### src/rtl/borrow_lookahead_subtractor_pipe.sv
// Two-stage pipelined subtractor: diff = a - b - bin, using borrow lookahead
// inside 4-bit groups with group borrows rippling between groups. The low half
// is resolved in stage 1 and the high half in stage 2. Valid/ready on both
// sides gives full throughput with backpressure. WIDTH must be a multiple of 8.
module borrow_lookahead_subtractor_pipe #(
  parameter int WIDTH = 16
) (
  input  logic             clk,
  input  logic             rst,
  input  logic             in_valid,
  output logic             in_ready,
  input  logic [WIDTH-1:0] a,
  input  logic [WIDTH-1:0] b,
  input  logic             bin,
  output logic             out_valid,
  input  logic             out_ready,
  output logic [WIDTH-1:0] diff,
  output logic             bout,
  output logic             ovf,
  output logic             zero,
  output logic             neg
);

  localparam int HALF = WIDTH / 2;
  localparam int NGRP = HALF / 4;

  // 4-bit borrow-lookahead group: every borrow is a flat sum of products of
  // generate/propagate terms and the group borrow-in. Returns {bout, d[3:0]}.
  function automatic logic [4:0] bla_group(input logic [3:0] a4,
                                           input logic [3:0] b4,
                                           input logic       bi);
    logic [3:0] g;
    logic [3:0] p;
    logic [4:0] br;
    g     = ~a4 & b4;
    p     = ~(a4 ^ b4);
    br[0] = bi;
    br[1] = g[0] | (p[0] & bi);
    br[2] = g[1] | (p[1] & g[0]) | (p[1] & p[0] & bi);
    br[3] = g[2] | (p[2] & g[1]) | (p[2] & p[1] & g[0]) | (p[2] & p[1] & p[0] & bi);
    br[4] = g[3] | (p[3] & g[2]) | (p[3] & p[2] & g[1]) | (p[3] & p[2] & p[1] & g[0])
          | (p[3] & p[2] & p[1] & p[0] & bi);
    return {br[4], a4 ^ b4 ^ br[3:0]};
  endfunction

  // One half-width slice: group borrows ripple from group to group.
  // Returns {borrow_out, d[HALF-1:0]}.
  function automatic logic [HALF:0] sub_half(input logic [HALF-1:0] ah,
                                             input logic [HALF-1:0] bh,
                                             input logic            bi);
    logic [HALF-1:0] d;
    logic            br;
    logic [4:0]      grp;
    d  = '0;
    br = bi;
    for (int i = 0; i < NGRP; i++) begin
      grp          = bla_group(ah[i*4 +: 4], bh[i*4 +: 4], br);
      d[i*4 +: 4]  = grp[3:0];
      br           = grp[4];
    end
    return {br, d};
  endfunction

  logic            s1_valid_q, s1_valid_d;
  logic [HALF-1:0] s1_dlo_q,   s1_dlo_d;
  logic            s1_bmid_q,  s1_bmid_d;
  logic [HALF-1:0] s1_ahi_q,   s1_ahi_d;
  logic [HALF-1:0] s1_bhi_q,   s1_bhi_d;

  logic             out_valid_q, out_valid_d;
  logic [WIDTH-1:0] diff_q,      diff_d;
  logic             bout_q,      bout_d;
  logic             ovf_q,       ovf_d;
  logic             zero_q,      zero_d;
  logic             neg_q,       neg_d;

  logic             s2_advance;
  logic             accept;
  logic [HALF:0]    lo_res;
  logic [HALF:0]    hi_res;
  logic [WIDTH-1:0] full_diff;

  // Handshake: stage 2 moves when its slot is empty or being drained; stage 1
  // can take a bundle when empty or when it is moving into stage 2.
  always_comb begin
    s2_advance = s1_valid_q & (~out_valid_q | out_ready);
    in_ready   = ~s1_valid_q | s2_advance;
    accept     = in_valid & in_ready;
  end

  // Stage 1 next state: resolve the low half and capture the high operands.
  always_comb begin
    lo_res     = sub_half(a[HALF-1:0], b[HALF-1:0], bin);
    s1_dlo_d   = s1_dlo_q;
    s1_bmid_d  = s1_bmid_q;
    s1_ahi_d   = s1_ahi_q;
    s1_bhi_d   = s1_bhi_q;
    s1_valid_d = s1_valid_q;
    if (accept) begin
      s1_dlo_d   = lo_res[HALF-1:0];
      s1_bmid_d  = lo_res[HALF];
      s1_ahi_d   = a[WIDTH-1:HALF];
      s1_bhi_d   = b[WIDTH-1:HALF];
      s1_valid_d = 1'b1;
    end else if (s2_advance) begin
      s1_valid_d = 1'b0;
    end
  end

  // Stage 2 next state: resolve the high half and derive flags from the full diff.
  always_comb begin
    hi_res      = sub_half(s1_ahi_q, s1_bhi_q, s1_bmid_q);
    full_diff   = {hi_res[HALF-1:0], s1_dlo_q};
    diff_d      = diff_q;
    bout_d      = bout_q;
    ovf_d       = ovf_q;
    zero_d      = zero_q;
    neg_d       = neg_q;
    out_valid_d = out_valid_q;
    if (s2_advance) begin
      diff_d      = full_diff;
      bout_d      = hi_res[HALF];
      ovf_d       = (s1_ahi_q[HALF-1] != s1_bhi_q[HALF-1]) &&
                    (full_diff[WIDTH-1] != s1_ahi_q[HALF-1]);
      zero_d      = (full_diff == '0);
      neg_d       = full_diff[WIDTH-1];
      out_valid_d = 1'b1;
    end else if (out_ready) begin
      out_valid_d = 1'b0;
    end
  end

  // Pipeline registers; reset discards everything in flight immediately.
  always_ff @(posedge clk or posedge rst) begin
    if (rst) begin
      s1_valid_q  <= 1'b0;
      s1_dlo_q    <= '0;
      s1_bmid_q   <= 1'b0;
      s1_ahi_q    <= '0;
      s1_bhi_q    <= '0;
      out_valid_q <= 1'b0;
      diff_q      <= '0;
      bout_q      <= 1'b0;
      ovf_q       <= 1'b0;
      zero_q      <= 1'b0;
      neg_q       <= 1'b0;
    end else begin
      s1_valid_q  <= s1_valid_d;
      s1_dlo_q    <= s1_dlo_d;
      s1_bmid_q   <= s1_bmid_d;
      s1_ahi_q    <= s1_ahi_d;
      s1_bhi_q    <= s1_bhi_d;
      out_valid_q <= out_valid_d;
      diff_q      <= diff_d;
      bout_q      <= bout_d;
      ovf_q       <= ovf_d;
      zero_q      <= zero_d;
      neg_q       <= neg_d;
    end
  end

  assign out_valid = out_valid_q;
  assign diff      = diff_q;
  assign bout      = bout_q;
  assign ovf       = ovf_q;
  assign zero      = zero_q;
  assign neg       = neg_q;

endmodule

### config.mk
export PLATFORM = sky130hd
export DESIGN_NAME = borrow_lookahead_subtractor_pipe
export DESIGN_NICKNAME = d
export VERILOG_FILES = /design/src/rtl/borrow_lookahead_subtractor_pipe.sv
export SDC_FILE = /design/constraint.sdc
export NUM_CORES = 1
export LEC_CHECK = 0
export ABC_AREA = 0
export CAP_MARGIN = 25
export CORE_UTILIZATION = 40
export DETAILED_ROUTE_END_ITERATION = 6
export GPL_TIMING_DRIVEN = 1
export PLACE_DENSITY = 0.63
export SETUP_SLACK_MARGIN = 0.1
export SYNTH_ARGS = -nofsm -noshare
export SYNTH_HDL_FRONTEND = slang
export SYNTH_SLANG_ARGS = --single-unit
### constraint.sdc
create_clock -name clk -period 3.45 [get_ports clk]
set_input_delay 0.345 -clock clk [delete_from_list [all_inputs] [get_ports clk]]
set_output_delay 0.345 -clock clk [all_outputs]
set_load 0.02 [all_outputs]
# Word-level counts from Yosys, hierarchy flattened
# Cells that the tools add are included.
[totals]
regBits = 47
word_cells = 151
in_bits = 37
[classes]
bitwise_logic = 130
mux = 4
reduce_logical = 4
eq_ne = 2
[op_table]
columns = ["op", "n"]
rows = [
  ["$and A1 B1 Y1", 66],
  ["$or A1 B1 Y1", 42],
  ["$not A4 Y4", 8],
  ["$xor A4 B4 Y4", 8],
  ["$and A4 B4 Y4", 4],
  ["$logic_not A16 Y1", 1],
  ["$mux W1", 4],
  ["$reduce_bool A2 Y1", 2],
  ["$ne A1 B1 Y1", 2],
  ["$not A1 Y1", 2],
  ["$logic_and A1 B1 Y1", 1],
]

# Depth between registers and ports, before layout
[logic_depth]
depth_word = 12
depth_mapped = 10
ltp_nobuf = 10

# Worst setup path before layout
# OpenSTA, ideal clock, no wires.
[synth_path]
path_type = "reg-to-reg"
start = "reg s1_ahi_q[0]"
end = "reg zero_q (netlist: zero)"
synth_period_minus_slack_ps = 2560
n_path_buf = 0
path_stages_with_launch = 11
required_time_ps = 3355
t_arrival_ps = 2464
path_slack_ps = 890
cell_sequence = "dfrtp_1 > inv_1 > ha_1 > a211o_1 > a21oi_1 > o21bai_1 > fa_1 > nor4b_1 > and4_1 > nand4_1 > o31ai_1"
[synth_via]
elab_chain_len = 9
elab_cells_between_ends = 30
cone_classes = "bitwise (29); reduce/logical (1)"
[synth_lines]
columns = ["item", "line", "text"]
rows = [
  ["from (decl)", "67", "logic [HALF-1:0] s1_ahi_q, s1_ahi_d;"],
  ["from (signal assigned)", "151", "s1_ahi_q <= s1_ahi_d;"],
  ["$not A4 Y4 / $xor A4 B4 Y4 (equally long branches)", "35, 36, 43", ""],
  ["$and A4 B4 Y4 / $not A4 Y4 (equally long branches)", "35, 36", ""],
  ["$and A1 B1 Y1 (on tied branches)", "41, 42", ""],
  ["$or A1 B1 Y1 / $and A1 B1 Y1 (equally long branches)", "41, 42", ""],
  ["$or A1 B1 Y1", "42", "| (p[3] & p[2] & p[1] & p[0] & bi);"],
  ["$and A1 B1 Y1 (on tied branches)", "38, 39, 40", ""],
  ["$or A1 B1 Y1 (on tied branches)", "38, 39, 40", ""],
  ["$xor A4 B4 Y4", "43", "return {br[4], a4 ^ b4 ^ br[3:0]};"],
  ["$logic_not A16 Y1 (*)", "125", "zero_d = (full_diff == '0);"],
  ["to (signal assigned)", "157", "zero_q <= zero_d;"],
  ["to (decl)", "74", "logic zero_q, zero_d;"],
]
# Every way passes the cells marked *; elsewhere a longest branch is shown, timed or not.
# A chain may end at the register's enable or synchronous reset.

# Worst setup path after layout
# Ends and elaborated chain as after synthesis.

==> impl_metrics.tcl <==
set metrics [dict create \
    final_util_pct 55.09 \
    drtIter0Drc 93 \
    wl_met1_um 2733 \
    globalplace.congestion 0.7993 \
    min_path_type "in -> async" \
    slowest_stage "fa_1" \
    clkSlewWorstSetupHoldPaths_ps 90 \
    total_power_mw 1.877 \
    rows 28 \
    ctsHoldBuffers 0 \
    io_pins 59 \
    final-setup-viol-count 0 \
    drive_above_1_share_pct 11.64 \
    hold_viol 0 \
    clkLatencyLatePin_ps 300 \
    antenna_found_initial 0 \
    crit_path_start_kind "flop" \
    min_period_over_period_pct 80.95 \
    internal_power_mw 1.200 \
    synth_xor_area_share_pct 2.700 \
    criticalPathCategory "reg -> reg" \
    power_frac_seq_pct 40.1 \
    ys.flop_type "dfrtp_1" \
    met2_length_um 2189 \
    yosys_warnings 0 \
    synth_compound_area_share_pct 13.26 \
    synth_cell_type_count 50 \
    maxCapViolations 0 \
    crit_chain "inv_1 > ha_1 > a211o_1 > a21oi_1 > o21bai_1 > fa_1 > nor4b_1 > and4_1 > nand4_1 > o31ai_1" \
    synth_top_area_share_pct 44.36 \
    cp_top_family "compound AO/OA/AOI/OAI gates" \
    synth_top_area_cell "dfrtp_1" \
    status "finished clean" \
    syn_area_per_cell_um2 10.14 \
    crit_fanout 5 \
    synthTopCellsByCount "dfrtp_1, nand2_1, inv_1" \
    swShare_pct 36.10 \
    synthSimpleGateAreaFrac_pct 14.13 \
    overflow 0 \
    cts-htree-levels 2 \
    wl_met3_um 181 \
    wirelength_um 5142 \
    combPwrFrac_pct 42.3 \
    topRoutingLayerUsed "met4" \
    dp_hpwl_um 4085 \
    critPathBufInv 1 \
    fp.dieW_um 82.55 \
    synth_edf_count 0 \
    drt-wirelength-per-cell_um 13.08 \
    synthMuxAreaShare_pct 9.016 \
    synthTopCellsByArea "dfrtp_1, mux2_2, ha_1" \
    crit_path_end_kind "flop" \
    pwr-share-clk_pct 17.6 \
    synth_area_mm2 0.002595 \
    grt_pass1_vias 1863 \
    synth_nets 313 \
    cts_resized 0 \
    syn2layout_area_growth_pct 29.41 \
    drv_slew 0 \
    start_util_pct 42.57 \
    synth_seq_cells 46 \
    fin_setup_tns_ps 0 \
    cts_made_buffers 5 \
    cts_setup_buffers 0 \
    port_buffers 58 \
    cts_root_buf "clkbuf_8" \
    via_count 2007 \
    antennaDiodeCount 0 \
    ir_drop_mv 0.3309 \
    grt_pass1_wl_um 8583 \
    hold_ws_ps 312.7 \
    p_per_area_mw_per_mm2 559.1 \
    viasPerCell 5.107 \
    synth_top_family_by_area "simple AND/OR/NAND/NOR gates" \
    syn-instance-count 256 \
    slew_headroom_pct 54.60 \
    rsz0062_at_grt "false" \
    required_ps 3650 \
    first_pass_iters 4 \
    cts.path.max_buffers 2 \
    nets 374 \
    grt_use_total_pct 16.45 \
    period_minus_slack_ps 2793 \
    grt_max_degree 33 \
    switchingPower_mw 0.6777 \
    ant_nets 0 \
    fmax_mhz 358.1 \
    clock-sinks 46 \
    fp.dieH_um 82.55 \
    synth-seq-area-share_pct 44.36 \
    fin_skew_ps 8.426 \
    slowest_delay_ps 530 \
    yosys.area_share.adder_pct 10.80 \
    async_flop_share_pct 100.0 \
    die-area_mm2 0.006814 \
    core_area_mm2 0.006096 \
    leakage_nw 1.541 \
    cts_tree "built" \
    cp_data_arrival_time_ps 2990 \
    worstMarginPinSlew_ps 679.3 \
    drcViolationCount 0 \
]
==> power groups by stage <==
stage	Combinational [mW]	Clock, mW	Sequential [mW]
finish	0.794	0.329	0.754
global route	0.879	0.370	0.771
CTS	0.798	0.340	0.754
detailed placement	0.795	0	0.766
global placement	0.781	0	0.762
floorplan	0.404	0	0.845
==> state kept, by name, summed over array words and instances, names as in the netlist <==
register	count
s1_bmid_q	1
s1_dlo_q	8
zero	1
s1_ahi_q	8
out_valid	1
diff	15
ovf	1
neg	1
bout	1
s1_valid_q	1
s1_bhi_q	8
==> per-stage QoR <==
| step | setup WS [ps] | std cells | area [µm²] |
|---|---|---|---|
| floorplan | 890.3 | 256 | 2595 |
| CTS | 642.9 | 393 | 3358 |
| finish | 657.2 | 393 | 3358 |
| detailed placement | 661.2 | 385 | 3268 |
| global placement | 782.7 | 384 | 3241 |
| global route | 383.5 | 393 | 3358 |
==> layer usage <==
layer	GRT usage, %	vias up
met3	3.297	2
met1	24.28	938
li1	-	1017
met4	3.621	0
met5	0	-
met2	24.71	50
==> cells by family (layout without fill, tap and decap cells) <==
family / count (synthesis) / after routing
AND/OR/NAND/NOR: 79 / 79
AO/OA/AOI/OAI: 48 / 48
multiplexers: 21 / 21
flip-flops: 46 / 46
adder cells (fa/ha/maj): 20 / 20
XOR/XNOR: 8 / 8
buffers and inverters: 34 / 96
==> cell usage in the layout (no fill, tap or decap), types with 3 or more instances in the layout <==
| cell | synthesis | final |
|---|---|---|
| a211o_1 | 3 | 3 |
| a211oi_1 | 3 | 3 |
| a21o_1 | 3 | 3 |
| a21oi_1 | 4 | 4 |
| a31oi_1 | 3 | 3 |
| buf_4 | 1 | 3 |
| clkbuf_8 | 0 | 5 |
| clkdlybuf4s50_1 | 0 | 58 |
| dfrtp_1 | 46 | 46 |
| fa_1 | 4 | 4 |
| ha_1 | 16 | 16 |
| inv_1 | 25 | 24 |
| mux2_2 | 18 | 18 |
| nand2_1 | 46 | 46 |
| nand3_1 | 3 | 3 |
| nand4_1 | 4 | 4 |
| nor2_1 | 7 | 7 |
| nor3_1 | 3 | 3 |
| nor4_1 | 3 | 3 |
| o21ai_0 | 13 | 13 |
| or3_1 | 4 | 4 |
| xnor2_1 | 4 | 4 |
| xor2_1 | 4 | 4 |
==> worst register-to-register path: stages (launching register included) <==
cell and delay, ps:
dfrtp_1 400, inv_1 60, ha_1 280, a211o_1 350
a21oi_1 220, o21bai_1 120, fa_1 530, nor4b_1 230
and4_1 230, nand4_1 90, o31ai_1 200
==> final cells by class <==
| class | count | area (µm²) |
|---|---|---|
| Tap cell | 75 | 93.84 |
| Inverter | 26 | 97.59 |
| Clock buffer | 5 | 68.82 |
| Sequential cell | 46 | 1151 |
| Clock inverter | 3 | 21.27 |
| Multi-Input combinational cell | 176 | 1295 |
| Fill cell | 569 | 2738 |
| Timing Repair Buffer | 62 | 630.6 |
==> worst paths after layout <==
path	from	end	slack (ps)	cells after the start
worst min register to register	diff[6]	diff[6]	480	2
worst max register to register	s1_ahi_q[0]	zero	660	10
min in group clk	diff[6]	diff[6]	480	2
worst min-delay path	rst	diff[1]	310	2
worst max-delay path	s1_ahi_q[0]	zero	660	10
max in group asynchronous	rst	s1_ahi_q[3]	2570	3
(Power assumes the default switching activity.)
